### config.mk
export PLATFORM = sky130hd
export DESIGN_NAME = align_stage
export DESIGN_NICKNAME = d
export VERILOG_FILES = /design/src/rtl/align_stage_pkg.sv /design/src/rtl/align_shifter.sv /design/src/rtl/align_stage.sv
export SDC_FILE = /design/constraint.sdc
export NUM_CORES = 1
export LEC_CHECK = 0
export CORE_UTILIZATION = 50
export DETAILED_ROUTE_END_ITERATION = 6
export PLACE_DENSITY = 0.78
export REMOVE_ABC_BUFFERS = 1
export SYNTH_ARGS = -nofsm -noshare
export SYNTH_HDL_FRONTEND = slang
export SYNTH_SLANG_ARGS = --single-unit
export TNS_END_PERCENT = 100
### constraint.sdc
create_clock -name clk -period 9.6 [get_ports clk]
set_clock_uncertainty 0.15 [all_clocks]
set_input_delay 0.96 -clock clk [delete_from_list [all_inputs] [get_ports clk]]
set_output_delay 0.96 -clock clk [all_outputs]
set_load 0.005 [all_outputs]
### src/rtl/align_stage_pkg.sv
// Shared definitions for the vfpu pre-add alignment stage.
// Default widths match the norm/round stages of the add path.
package align_stage_pkg;

  localparam int FRAC_W_DEF = 24;
  localparam int EXP_W_DEF  = 10;
  localparam int GRS_W_DEF  = 3;

  typedef enum logic {
    BIG_A = 1'b0,
    BIG_B = 1'b1
  } big_sel_e;

endpackage

### src/rtl/align_shifter.sv
// Right shifter for the smaller mantissa: appends the GRS field, shifts by the
// exponent difference and folds every bit shifted out into the output LSB.
module align_shifter #(
  parameter int IN_W  = 24,
  parameter int OUT_W = 27,
  parameter int SH_W  = 10
) (
  input  logic [IN_W-1:0]  frac_i,
  input  logic [SH_W-1:0]  shift_i,
  output logic [OUT_W-1:0] frac_o
);

  localparam int PAD_W = OUT_W - IN_W;

  logic [OUT_W-1:0] ext;
  logic [OUT_W-1:0] shifted;
  logic [OUT_W-1:0] lost_mask;
  logic             sticky;

  always_comb begin
    ext       = {frac_i, {PAD_W{1'b0}}};
    shifted   = '0;
    lost_mask = '0;
    sticky    = 1'b0;
    // A shift of the full width or more loses everything; only the sticky survives.
    if (32'(shift_i) >= OUT_W) begin
      sticky = |ext;
    end else begin
      shifted   = ext >> shift_i;
      lost_mask = ~({OUT_W{1'b1}} << shift_i);
      sticky    = |(ext & lost_mask);
    end
    frac_o = shifted | {{(OUT_W-1){1'b0}}, sticky};
  end

endmodule

### src/rtl/align_stage.sv
// Pre-add alignment: picks the larger-magnitude operand and right-aligns the
// smaller mantissa with sticky collection. Two registered stages, valid/ready.
module align_stage
  import align_stage_pkg::*;
#(
  parameter int FRAC_W = FRAC_W_DEF,
  parameter int EXP_W  = EXP_W_DEF,
  parameter int GRS_W  = GRS_W_DEF
) (
  input  logic                    clk,
  input  logic                    rst,
  input  logic                    flush,
  input  logic                    in_valid,
  output logic                    in_ready,
  input  logic                    s_a,
  input  logic                    s_b,
  input  logic [EXP_W-1:0]        exp_a,
  input  logic [EXP_W-1:0]        exp_b,
  input  logic [FRAC_W-1:0]       frac_a,
  input  logic [FRAC_W-1:0]       frac_b,
  input  logic                    sub_op,
  output logic                    out_valid,
  input  logic                    out_ready,
  output logic                    s_tmp,
  output logic                    eff_sub,
  output logic [EXP_W-1:0]        exp_tmp,
  output logic [FRAC_W+GRS_W-1:0] frac_big,
  output logic [FRAC_W+GRS_W-1:0] frac_small
);

  localparam int OUT_W = FRAC_W + GRS_W;

  typedef struct packed {
    logic              s_tmp;
    logic              eff_sub;
    logic [EXP_W-1:0]  exp;
    logic [EXP_W-1:0]  diff;
    logic [FRAC_W-1:0] frac_big;
    logic [FRAC_W-1:0] frac_small;
  } s1_t;

  typedef struct packed {
    logic              s_tmp;
    logic              eff_sub;
    logic [EXP_W-1:0]  exp;
    logic [OUT_W-1:0]  frac_big;
    logic [OUT_W-1:0]  frac_small;
  } s2_t;

  big_sel_e         big_sel;
  s1_t              s1_new;
  s1_t              s1_d, s1_q;
  s2_t              s2_d, s2_q;
  logic             s1_vld_d, s1_vld_q;
  logic             s2_vld_d, s2_vld_q;
  logic             s2_free;
  logic             accept;
  logic             s2_load;
  logic [EXP_W-1:0] exp_small;
  logic [OUT_W-1:0] frac_small_sh;

  // Compare/swap ahead of S1: equal magnitude keeps a as the big operand.
  always_comb begin
    big_sel   = ({exp_a, frac_a} >= {exp_b, frac_b}) ? BIG_A : BIG_B;
    s1_new    = '0;
    exp_small = '0;
    s1_new.eff_sub = s_a ^ s_b ^ sub_op;
    if (big_sel == BIG_A) begin
      s1_new.s_tmp      = s_a;
      s1_new.exp        = exp_a;
      s1_new.frac_big   = frac_a;
      s1_new.frac_small = frac_b;
      exp_small         = exp_b;
    end else begin
      s1_new.s_tmp      = s_b ^ sub_op;
      s1_new.exp        = exp_b;
      s1_new.frac_big   = frac_b;
      s1_new.frac_small = frac_a;
      exp_small         = exp_a;
    end
    s1_new.diff = s1_new.exp - exp_small;
  end

  // Handshake: S2 frees up when empty or draining; S1 follows S2.
  assign s2_free  = ~s2_vld_q | out_ready;
  assign in_ready = ~s1_vld_q | s2_free;
  assign accept   = in_valid & in_ready;
  assign s2_load  = s1_vld_q & s2_free;

  always_comb begin
    s1_vld_d = s1_vld_q;
    s2_vld_d = s2_vld_q;
    if (in_ready) s1_vld_d = in_valid;
    if (s2_free)  s2_vld_d = s1_vld_q;
    if (flush) begin
      s1_vld_d = 1'b0;
      s2_vld_d = 1'b0;
    end
  end

  align_shifter #(
    .IN_W  (FRAC_W),
    .OUT_W (OUT_W),
    .SH_W  (EXP_W)
  ) u_shifter (
    .frac_i  (s1_q.frac_small),
    .shift_i (s1_q.diff),
    .frac_o  (frac_small_sh)
  );

  always_comb begin
    s1_d = s1_q;
    s2_d = s2_q;
    if (accept) s1_d = s1_new;
    if (s2_load) begin
      s2_d.s_tmp      = s1_q.s_tmp;
      s2_d.eff_sub    = s1_q.eff_sub;
      s2_d.exp        = s1_q.exp;
      s2_d.frac_big   = {s1_q.frac_big, {GRS_W{1'b0}}};
      s2_d.frac_small = frac_small_sh;
    end
  end

  // S1 -> S2 pipeline registers
  always_ff @(posedge clk or posedge rst) begin
    if (rst) begin
      s1_vld_q <= 1'b0;
      s2_vld_q <= 1'b0;
      s1_q     <= '0;
      s2_q     <= '0;
    end else begin
      s1_vld_q <= s1_vld_d;
      s2_vld_q <= s2_vld_d;
      s1_q     <= s1_d;
      s2_q     <= s2_d;
    end
  end

  assign out_valid  = s2_vld_q;
  assign s_tmp      = s2_q.s_tmp;
  assign eff_sub    = s2_q.eff_sub;
  assign exp_tmp    = s2_q.exp;
  assign frac_big   = s2_q.frac_big;
  assign frac_small = s2_q.frac_small;

endmodule

==> impl_results.md <==
- Outcome: finished clean
- Die W: 133.2 µm
- Die Area: approximately 18,000 µm²
- Final setup viols: 0
- Tot Pwr: about 2 mW
- Synth cell count leaders: nand2_1, dfrtp_1, o21ai_0, nor2_1, a21oi_1
- Final #Nets: 1,188
- First-pass GRT wire length: approximately 36 mm
- # DRC: 0
- XOR/XNOR Fraction of Synth Area: less than 1%
- Multi-input gate area: 4776 µm²
- Final worst-path cycle share: a little under three fifths
- FF-to-FF setup slack: 5.96 ns
- Max Cap Viol: 0
- Longest Clk Path Bufs: 2
- Synth Area in Compound Gates: around a fifth
- Routed vias: approximately 7,600
- Total global-route track usage: 25.62%
- Die Ht: between 100 and 150 µm
- Iter 0 DRT Violations: 727
- Mean post-synth cell area: ~8.8 µm²
- Post-synth EDFFs: 0
- DP Worst Slack: about 3.8 ns
- Most common cell in the netlist: nand2_1
- Synth Area in Simple Gates: between 10% and 20%
- Worst reg-to-reg path cell count: 6
- Async set-reset flop share out of synthesis: 100.0%
- Initial antenna violation count: 0
- Final Max Slew Viols: 0
- Row Count: 47
- Total grt overflow: 0
- Primary FF master, synth: dfrtp_1
- TritonRoute pass-1 iters: 5
- Worst-Skew Late Latency: between 0.4 and 0.5 ns
- Relative slew slack: around 34%
- CP startpoint: frac_b[3]
- Core Region: roughly 17,000 µm²
- CTS tree: done
- Final WL: 21.68 mm
- Cell variety after synth: 65
- Cts repair resizes: 0
- Vias in the first global route: ~7,300
- GPL Wtd Cong: 0.8997
- Post-Synthesis Cells: about 1,000
- Register area: approximately 3400 µm²
- RSZ-0062 raised after global routing: false
- Starting Density: around half
- Layout cell share with drive strength beyond 1: 9.725%
- Worst-path maximum fanout: between 70 and 80
- Post-DR vias/cell: ~5.8
- CP Data Required Time: around 9.8 ns
- Worst-Margin Slew: 0.9849 ns
- Post-CTS Hold Buffers: 0
- Placed instance area: 10,060 µm²
- Clock slew at reported path FFs: approximately 0.060 ns
- Synth Register Bits: roughly 140
- Reg2reg end: frac_small[26]$_DFFE_PP0P_
- Area Growth Syn to Fin: 24.01%
- CTS H-tree lvls: 4
- Filler instances: roughly 1,400
- Setup bufs post-CTS: 0
- CTS buffer count: 17
- R2r startpoint: s1_q[54]$_DFFE_PP0P_
- PD cells: roughly 190 nW/µm²
- Antenna diodes: 0
- Accumulated negative setup slack: 0 ns
- Crit end category: flop
- Top cell type by total area after synthesis: dfrtp_1
- Antenna-violating nets left: 0
- Fmax: ~0.19 GHz
- Final Hold Fails: 0
- Reported leakage power: about 4.8 nW
- Crit path to: s1_q[56]$_DFFE_PP0P_
- HP Class: flop to flop
- Share of the synthesized area in the top cell type: between 30% and 40%
- Clock Sink Count: 135
- Period minus WS final: about 5.4 ns
- Main combinational cell family by area after synthesis: compound AO/OA/AOI/OAI gates
- Final core utilization: 63.87%
- Worst setup SP type: primary input
- Kind of critical path: primary input to flop
- Largest net degree at the start of global routing: between 100 and 150
- Adder-cell share of the synthesized area: under 10%
- Max VDD drop: roughly 0.13 mV
- # IOs: 144
- Synth Warn #: 0
- Post-DP HPWL: roughly 15 mm
- Post-synthesis mux area share: between 15 and 20%
- Synth top area cells: dfrtp_1, mux2i_1, nand2_1, mux2_2, o21ai_0
- Synth Cell Area: 8602 µm²
- Setup slack after layout: around 4.2 ns
- CTS root buf: clkbuf_16
- Finished Cell Area: around 11,000 µm²
- Drt wl/cell: around 17 µm
- Seq/Total Area, Yosys: slightly below 40%
- Arrival time worst endpoint: about 5.6 ns
- IO buf count: 140
[worst max-delay path, cell delays in order]
cell and delay (ns):
clkdlybuf4s50_1 0.49, inv_1 0.07, ha_1 0.29, a21o_1 0.16, a211oi_1 0.22, o21ai_0 0.22, a311o_1 0.44, a31oi_4 0.83
buf_4 0.79, mux2_2 0.43, a21o_1 0.20, a2111o_1 0.38, nand3b_1 0.09
[layer usage]
layer  track usage (%)  part of all wire [%]  up-vias
met4             8.270                   2.0        0
met3             3.729                   6.0       35
met5                 0                     0        -
met2             40.61                    45      268
li1                  -                     -     3680
met1             36.17                    47     3599
[sequential cells by signal, indices dropped and copies added, names as in the netlist]
signal      flops
eff_sub         1
exp_tmp        10
frac_big       24
frac_small     27
out_valid       1
s1_q           70
s1_vld_q        1
s_tmp           1
[power by group]
group / switching [mW] / internal, mW / total (mW)
combinational: 0.312 / 0.286 / 0.598
clock: 0.251 / 0.410 / 0.661
sequential: 0.0821 / 0.657 / 0.739
total: 0.645 / 1.35 / 2.00
[cell usage in the layout, fill, tap and decap left out, types with 4 or more instances in the layout]
cell / instances
ha_1: 35
mux4_2: 7
a221o_1: 4
a31oi_1: 4
nor2b_1: 8
a22o_1: 9
nand2_1: 144
clkbuf_8: 4
a21oi_1: 72
nand2b_1: 8
nand3_1: 20
nor2_1: 80
o22ai_1: 9
and2_1: 6
o211ai_1: 6
mux2i_1: 62
a22oi_1: 4
buf_4: 9
nor4_1: 6
clkbuf_16: 17
and3_1: 4
a211oi_1: 13
dfrtp_1: 135
nand4_1: 9
nor3_1: 6
a21o_1: 6
clkdlybuf4s50_1: 140
inv_1: 40
o21ai_0: 104
mux2_2: 48
[cells by family after synthesis]
family	count (synthesis)
buffers and inverters	113
multiplexers	118
XOR/XNOR	6
adder cells (fa/ha/maj)	35
AND/OR/NAND/NOR	305
flip-flops	135
AO/OA/AOI/OAI	264
other	1
[metrics by stage]
stage	cells	hold slack, ns
after floorplan	909	0.2960
after global placement	1278	0.3086
after detailed placement	1278	0.3171
after CTS	1310	0.3301
after global routing	1310	0.3349
final	1310	0.3236
[cell type report]
type                            instances  share of cell area, %
Multi-Input combinational cell        731                  44.77
Sequential cell                       135                  31.67
Timing Repair Buffer                  149                  13.77
Clock buffer                           22                  4.539
Tap cell                              220                  2.580
Inverter                               43                  1.560
Clock inverter                         10                  1.114
[worst min-delay path by stage]
stage | slack (ns) | cells past startpoint | to | startpoint
floorplan | 0.30 | 2 | s1_q[24]$_DFFE_PP0P_ | s1_q[24]$_DFFE_PP0P_
global placement | 0.31 | 2 | s1_q[47]$_DFFE_PP0P_ | s1_q[47]$_DFFE_PP0P_
detailed placement | 0.32 | 2 | s1_q[27]$_DFFE_PP0P_ | s1_q[27]$_DFFE_PP0P_
CTS | 0.33 | 2 | s1_q[27]$_DFFE_PP0P_ | s1_q[27]$_DFFE_PP0P_
global route | 0.33 | 2 | s1_q[28]$_DFFE_PP0P_ | s1_q[28]$_DFFE_PP0P_
finish | 0.32 | 2 | s1_q[28]$_DFFE_PP0P_ | s1_q[28]$_DFFE_PP0P_
Power figures use the tool's default switching activity.
